`config.mk`:
```
export PLATFORM = sky130hd
export DESIGN_NAME = rf_wr_arbiter
export DESIGN_NICKNAME = d
export VERILOG_FILES = /design/src/rtl/rf_wr_arbiter.sv
export SDC_FILE = /design/constraint.sdc
export NUM_CORES = 1
export LEC_CHECK = 0
export BUFFER_PORTS_ARGS = -buffer_cell sky130_fd_sc_hd__buf_2
export CORE_MARGIN = 5
export CORE_UTILIZATION = 25
export CTS_CLUSTER_DIAMETER = 40
export DETAILED_ROUTE_END_ITERATION = 8
export GPL_ROUTABILITY_DRIVEN = 0
export HOLD_SLACK_MARGIN = 0.1
export PLACE_DENSITY_LB_ADDON = 0.15
export SLEW_MARGIN = 10
export SYNTH_ARGS = -nofsm -noshare
export SYNTH_HDL_FRONTEND = slang
export SYNTH_SLANG_ARGS = --single-unit
```
`constraint.sdc`:
```
create_clock -name clk -period 2.6 [get_ports clk]
set_input_delay 0.52 -clock clk [delete_from_list [all_inputs] [get_ports clk]]
set_output_delay 0.52 -clock clk [all_outputs]
set_load 0.02 [all_outputs]
```
`src/rtl/rf_wr_arbiter.sv`:
```
// rf_wr_arbiter: round-robin arbiter for the single register-file write port,
// with a registered write stage and an 8-entry pending-write scoreboard.
// Optional build macro RF_ARB_R0_DISCARD_EN: register 0 reads as zero, so
// writes to it are granted but dropped and reservations of it are ignored.

// One scoreboard entry: a newer reservation beats a completing write.
module rf_wr_sb_bit (
   input  logic clk,
   input  logic rst,
   input  logic set,
   input  logic clr,
   output logic pend_q
);
   // pending flag; set has priority over clear
   always_ff @(posedge clk) begin
      if (rst)      pend_q <= 1'b0;
      else if (set) pend_q <= 1'b1;
      else if (clr) pend_q <= 1'b0;
   end
endmodule

module rf_wr_arbiter #(
   parameter int NREQ = 3,
   parameter int DW   = 16
) (
   input  logic                 clk,
   input  logic                 rst,
   input  logic [NREQ-1:0]      req,
   input  logic [3*NREQ-1:0]    req_dest,
   input  logic [DW*NREQ-1:0]   req_data,
   output logic [NREQ-1:0]      gnt,
   output logic [2:0]           dest,
   output logic [DW-1:0]        from_alu,
   output logic                 ld_rf,
   input  logic                 rsv_valid,
   input  logic [2:0]           rsv_dest,
   output logic [7:0]           pend,
   output logic                 rsv_err
);
   localparam int           PW     = (NREQ > 2) ? 2 : 1;
   localparam logic [PW:0]  NREQ_W = (PW+1)'(NREQ);
   localparam logic [PW-1:0] LAST  = PW'(NREQ-1);

   logic [PW-1:0]              ptr;
   logic [PW-1:0]              g_idx;
   logic                       any_gnt;
   logic                       wr_en;
   logic                       rsv_ok;
   logic [NREQ-1:0][2:0]       dest_a;
   logic [NREQ-1:0][DW-1:0]    data_a;

   // split the flat requester buses into per-requester fields
   genvar i;
   generate
      for (i = 0; i < NREQ; i++) begin : g_req
         assign dest_a[i] = req_dest[3*i +: 3];
         assign data_a[i] = req_data[DW*i +: DW];
      end
   endgenerate

   // round-robin scan from ptr; first requesting index wins, nothing while in reset
   always_comb begin
      logic [PW:0]   sum;
      logic [PW-1:0] idx;
      gnt     = '0;
      any_gnt = 1'b0;
      g_idx   = '0;
      sum     = '0;
      idx     = '0;
      if (!rst) begin
         for (int k = 0; k < NREQ; k++) begin
            sum = {1'b0, ptr} + (PW+1)'(k);
            if (sum >= NREQ_W) sum = sum - NREQ_W;
            idx = sum[PW-1:0];
            if (!any_gnt && req[idx]) begin
               any_gnt = 1'b1;
               g_idx   = idx;
            end
         end
         if (any_gnt) gnt[g_idx] = 1'b1;
      end
   end

   // a grant becomes a register-file write unless it targets the zero register
   always_comb begin
`ifdef RF_ARB_R0_DISCARD_EN
      wr_en  = any_gnt && (dest_a[g_idx] != 3'd0);
      rsv_ok = rsv_valid && (rsv_dest != 3'd0);
`else
      wr_en  = any_gnt;
      rsv_ok = rsv_valid;
`endif
   end

   // pointer moves just past the winner; holds when nobody is granted
   always_ff @(posedge clk) begin
      if (rst)          ptr <= '0;
      else if (any_gnt) ptr <= (g_idx == LAST) ? '0 : g_idx + PW'(1);
   end

   // registered write stage; dest/data hold when no write is issued
   always_ff @(posedge clk) begin
      if (rst) begin
         ld_rf    <= 1'b0;
         dest     <= '0;
         from_alu <= '0;
      end else begin
         ld_rf <= wr_en;
         if (wr_en) begin
            dest     <= dest_a[g_idx];
            from_alu <= data_a[g_idx];
         end
      end
   end

   // scoreboard: one entry per architectural register
   genvar d;
   generate
      for (d = 0; d < 8; d++) begin : g_sb
         rf_wr_sb_bit u_sb (
            .clk    (clk),
            .rst    (rst),
            .set    (rsv_ok && (rsv_dest == 3'(d))),
            .clr    (ld_rf && (dest == 3'(d))),
            .pend_q (pend[d])
         );
      end
   endgenerate

   // flag a reservation of a register still pending and not retiring this cycle
   always_ff @(posedge clk) begin
      if (rst) rsv_err <= 1'b0;
      else     rsv_err <= rsv_ok && pend[rsv_dest] && !(ld_rf && (dest == rsv_dest));
   end
endmodule

```
==> results of run 1 <==
## layer usage
layer,up-vias,GRT usage (%),routed length (um)
li1,960,-,-
met1,892,14.9,2490
met2,67,21.9,2840
met3,6,5.60,495
met4,0,4.03,63
met5,-,0,0
## logic make-up (layout without fill, tap and decap cells)
logic type	Yosys count	in the layout	share of synthesized area [%]
adders and majority gates	4	4	2.74
AOI/OAI and AO/OA	87	87	33.0
muxes	7	7	5.21
buffers and inverters	29	127	10.5
DFF	31	31	34.0
and+or+nand+nor	42	42	13.2
xor gates and xnor gates	3	3	1.44
## worst register-to-register path, stage by stage (launching register included)
cell and delay [ns]:
dfxtp_4 0.37, inv_4 0.06, ha_4 0.17, mux2i_4 0.26
o21ai_2 0.09, a311o_2 0.38, buf_4 0.17, a21oi_4 0.10
buf_4 0.24, a22oi_1 0.10, o21ai_0 0.17
## power by group through the flow
stage,sequential [mW],combinational (mW),clock [mW]
floorplan,0.873,0.880,0
global placement,0.740,1.43,0
detailed placement,0.736,1.43,0
CTS,0.741,1.53,0.377
global route,0.766,1.71,0.405
finish,0.745,1.56,0.363
## synthesized netlist by cell type (2+ instances only)
library cell	instances	share of area, %
buf_6	6	3.7
nand3b_1	3	1.2
nand2b_1	5	1.7
mux2i_1	5	2.7
o21ai_1	12	3.3
o31ai_1	3	1.2
a22oi_1	19	7.8
ha_1	4	2.7
nand3_1	4	1.1
a21oi_1	12	3.3
buf_2	2	0.55
o21ai_0	15	4.1
nor2_1	8	1.6
nor2b_1	6	2.1
buf_4	9	3.7
nand2_1	8	1.6
clkbuf_1	6	1.2
mux4_2	2	2.5
a32oi_1	19	9.1
inv_1	5	1.0
dfxtp_1	31	34
xnor2_1	3	1.4
nand4_1	2	0.68
## timing repair
item / 4_1_cts / 5_1_grt
gates resized for setup: 16 / 12
buffers inserted: 7 / 0
hold buffers: 0 / 0
setup endpoints to repair: 3 / 3
pin swaps: 2 / 5
## sequential cells by signal, indices dropped and copies added, names as in the netlist
register,cells
dest,3
from_alu,16
g_sb.u_sb.pend_q,8
ld_rf,1
ptr,2
rsv_err,1
## path summary, 6_finish.rpt
check	slack (ns)	startpoint	depth (start not counted)	to
setup / recovery	0.08	ptr[0]	9	gnt[1]
setup reg to reg	0.42	ptr[0]	10	from_alu[7]
hold / removal	0.47	from_alu[5]	2	from_alu[5]
hold reg to reg	0.47	from_alu[5]	2	from_alu[5]
## metrics by stage
step / area [um^2] / util, % / TNS (ns) / std cells / hold WS (ns)
floorplan: 1830 / - / 0 / 203 / 0.459
global placement: 2360 / 32.8 / 0 / 385 / 0.450
detailed placement: 2360 / 32.8 / 0 / 385 / 0.459
CTS: 2540 / 35.4 / 0 / 400 / 0.470
global route: 2580 / 36.0 / -0.00895 / 400 / 0.475
finish: 2580 / 36.0 / 0 / 400 / 0.470
## area by class of cell
class                   count  share of cell area (%)
multi-input cells         143                    42.3
repair buffers            114                    24.6
flip-flops and latches     31                    24.3
well taps                  99                    4.79
clock buffers               7                    2.95
inverters                   5                   0.920
clock inverters             1                   0.194
==> results.json, run 1 <==
{
  "synth_nets": 273,
  "drc": 0,
  "final_cell_mix": "buf_2 (95), dfxtp_1 (29), a22oi_1 (19), a32oi_1 (19), buf_4 (17)",
  "final_common_cell": "buf_2",
  "cts_tree": "yes",
  "ir_worst_vdd_mv": 0.318,
  "syn_area_mm2": 0.00183,
  "antenna_found_initial": 0,
  "relSlewSlack_pct": 68.0,
  "skew_ns": 0.00812,
  "worstHoldPathType": "reg2reg",
  "root_buffer": "clkbuf_8",
  "switchingPower_mw": 1.18,
  "drt-initial-drc-count": 36,
  "dpl.hpwl_um": 4490,
  "max_freq_mhz": 396,
  "crit_arrival_ns": 2.00,
  "outcome": "finished clean",
  "seq_area_frac_synth_pct": 34.0,
  "required_ns": 2.08,
  "rows": 31,
  "nets": 370,
  "fin_ws_ns": 0.0751,
  "synth-seq-cells": 31,
  "slew_viol_final": 0,
  "pre_cts_slack_ns": 0.109,
  "rsz0062_at_grt": "true",
  "swShare_pct": 44.3,
  "fillCellCount": 779,
  "core_area_mm2": 0.00718,
  "p_leak_nw": 1.09,
  "critPathMaxFanout": 5,
  "grt.total_usage_pct": 13.0,
  "regArea_um2": 628,
  "area_growth_pct": 41.4,
  "initial_core_util_pct": 25.5,
  "layout-drive-gt1-share_pct": 47.8,
  "grt_first_pass_wirelength_um": 9280,
  "vias_per_cell": 4.81,
  "clk_pin_slew_ns": 0.07,
  "design.die.area_mm2": 0.00912,
  "power_mw": 2.67,
  "clkPwrFrac_pct": 13.6,
  "yosys_warnings": 0,
  "ios": 98,
  "async_flop_share_pct": 0,
  "fp.dieW_um": 95.5,
  "path_buf_inv": 3,
  "grt_overflow": 0,
  "die_h_um": 95.5,
  "synth_edf_count": 0,
  "grt_max_degree": 21,
  "vias": 1925,
  "drt_wl_total_um": 5890,
  "power_density_mw_per_mm2": 1030,
  "clk_latency_ns": 0.28,
  "power_frac_comb_pct": 58.5,
  "cp_slowest_cell": "a311o_2",
  "setup_violations": 0,
  "cts_buffers": 5,
  "crit_family": "compound AO/OA/AOI/OAI gates",
  "avgSynthCellArea_um2": 9.00,
  "endpoint_kind": "output pin",
  "synth_cell_type_count": 37,
  "maxCapViolCount": 0,
  "multi_input_area_mm2": 0.00109,
  "ctsLongestPathBuffers": 2,
  "crit_chain": "inv_4 > ha_4 > mux2i_4 > o21ai_2 > a311o_2 > and3_4 > inv_2 > nor2_1 > buf_4",
  "postRouteAntennaNets": 0,
  "p_int_mw": 1.49,
  "p_seq_share_pct": 27.9,
  "slowest_delay_ns": 0.38,
  "wl_per_cell_um": 14.7,
  "portBuffers": 97,
  "min_period_ns": 2.52,
  "cp-start-kind": "register",
  "drtPass1Iterations": 6,
  "clock-sinks": 31,
  "fin_crit_sh_pct": 97.1,
  "grt_pass1_vias": 2013,
  "diodes": 0,
  "tightest_slew_ns": 0.476,
  "crit_type": "reg2out",
  "synth_ff_type": "dfxtp_1",
  "netlist_instances": 203,
  "hold_viol": 0,
  "h-tree-depth": 2
}
Note: power is estimated with default switching activity, not from simulation.
==> run 2, diff against run 1 <==
--- a/config.mk
+++ b/config.mk
@@ -7,7 +7,7 @@
 export LEC_CHECK = 0
 export BUFFER_PORTS_ARGS = -buffer_cell sky130_fd_sc_hd__buf_2
 export CORE_MARGIN = 5
-export CORE_UTILIZATION = 25
+export CORE_UTILIZATION = 35
 export CTS_CLUSTER_DIAMETER = 40
 export DETAILED_ROUTE_END_ITERATION = 8
 export GPL_ROUTABILITY_DRIVEN = 0
==> run 2 against run 1 <==
The flow now finishes with violations (negative setup slack). Final area grew 3.3%. Combinational power is 8% higher. Maximum frequency down 3.2%. Total power grew 7.1%. Critical path depth up 1. Register-to-register slack lost 0.16 ns. Die area down 26%. Wire length shrank 4.1%. Hold slack got worse by 0.0028 ns. Largest power group unchanged.
==> results.json, run 2 (synthesis results as in run 1) <==
{
  "power_density_mw_per_mm2": 1070,
  "postRouteAntennaNets": 0,
  "clk_latency_ns": 0.28,
  "top_regs": "from_alu (16), g_sb.u_sb.pend_q (8), dest (3)",
  "p_leak_nw": 1.15,
  "layout-drive-gt1-share_pct": 50.5,
  "grt_first_pass_wirelength_um": 8880,
  "area_growth_pct": 46.1,
  "drt-initial-drc-count": 87,
  "wl_per_cell_um": 14.9,
  "setup_violations": 1,
  "drtPass1Iterations": 4,
  "final_common_cell": "buf_2",
  "vias_per_cell": 5.19,
  "core_area_mm2": 0.00507,
  "root_buffer": "clkbuf_8",
  "ios": 98,
  "clock-sinks": 31,
  "cts_buffers": 5,
  "outcome": "finished with violations",
  "initial_core_util_pct": 36.0,
  "nets": 378,
  "drt_wl_total_um": 5640,
  "slowest_delay_ns": 0.35,
  "largest_register_ffs": 16,
  "fin_ws_ns": -0.00936,
  "required_ns": 2.08,
  "postCtsHoldBufs": 0,
  "rsz0062_at_grt": "true",
  "cp_slowest_cell": "dfxtp_4",
  "worstHoldPathType": "reg2reg",
  "endpoint_kind": "output pin",
  "fin_crit_sh_pct": 100,
  "maxCapViolCount": 0,
  "crit_type": "reg2out",
  "diodes": 0,
  "relSlewSlack_pct": 68.9,
  "dpl.hpwl_um": 4080,
  "slew_viol_final": 0,
  "grt_overflow": 0,
  "grt_max_degree": 20,
  "regMostFlops": "from_alu",
  "grt_pass1_vias": 1923,
  "violations": "negative setup slack",
  "grt.total_usage_pct": 16.9,
  "tightest_slew_ns": 0.462,
  "max_freq_mhz": 383,
  "cts_tree": "yes",
  "crit_chain": "buf_12 > ha_4 > buf_4 > mux2i_2 > o221ai_2 > o31a_4 > and3_4 > inv_2 > nor2_4 > buf_6",
  "power_mw": 2.86,
  "fillCellCount": 495,
  "ir_worst_vdd_mv": 0.415,
  "h-tree-depth": 2,
  "pre_cts_slack_ns": 0.0848,
  "min_period_ns": 2.61,
  "fp.dieW_um": 82.2,
  "portBuffers": 97,
  "antenna_found_initial": 0,
  "design.die.area_mm2": 0.00676,
  "crit_arrival_ns": 2.09,
  "rows": 26,
  "vias": 1966,
  "ctsLongestPathBuffers": 2,
  "skew_ns": 0.00801,
  "final_cell_mix": "buf_2 (95), dfxtp_1 (29), buf_4 (23)",
  "cp-start-kind": "register",
  "hold_viol": 0,
  "drc": 0,
  "layout.core_utilization_pct": 52.6,
  "die_h_um": 82.2,
  "clk_pin_slew_ns": 0.07,
  "critPathMaxFanout": 4
}
[run 2: report_power, final]
group	total [mW]	internal, mW	switching [mW]	leakage [nW]
Clock	0.421	0.241	0.180	0.0505
Sequential	0.741	0.627	0.114	0.258
Combinational	1.69	0.768	0.926	0.841
[run 2: layout make-up]
type	count	area [um^2]	area share, %
well taps	70	87.6	3.28
repair buffers	122	719	27.0
multi-input cells	143	1110	41.6
clock buffers	7	96.3	3.61
flip-flops and latches	31	628	23.5
clock inverters	1	7.51	0.281
inverters	5	18.8	0.703
[run 2: worst max-delay path, delay by kind of cell (launching register included)]
| kind | cells | cell delay, ns |
|---|---|---|
| muxes | 1 | 0.15 |
| AOI/OAI and AO/OA | 2 | 0.44 |
| DFF | 1 | 0.35 |
| adders and majority gates | 1 | 0.16 |
| buffers and inverters | 4 | 0.42 |
| and+or+nand+nor | 2 | 0.28 |
[run 2: path summary, 6_finish.rpt]
path                            cells past startpoint         from     endpoint  slack [ns]
worst max register to register                     12       ptr[0]  from_alu[6]        0.26
worst max-delay path                               10       ptr[0]       gnt[1]      -0.009
worst min-delay path                                2  from_alu[7]  from_alu[7]        0.47
worst min register to register                      2  from_alu[7]  from_alu[7]        0.47
[run 2: through the flow]
step	TNS (ns)	std cells	cell area (um^2)	hold slack, ns
2_1_floorplan	0	203	1830	0.459
3_3_place_gp	0	357	2340	0.448
3_5_place_dp	0	357	2340	0.455
4_1_cts	0	374	2590	0.464
5_1_grt	-0.0891	379	2670	0.477
6_report	-0.00936	379	2670	0.467
[run 2: metal layers]
metal	GRT usage, %	share of wire (%)	up-vias
met5	0	0	-
met4	4.49	0.67	0
met3	5.42	8.6	4
met2	27.0	47	82
met1	22.0	43	901
li1	-	-	979
[run 2: timing repair]
action,4_1_cts,5_1_grt
resized for setup,18,11
pin swaps,4,7
cloned,0,0
setup endpoints to repair,3,3
setup buffers,9,5
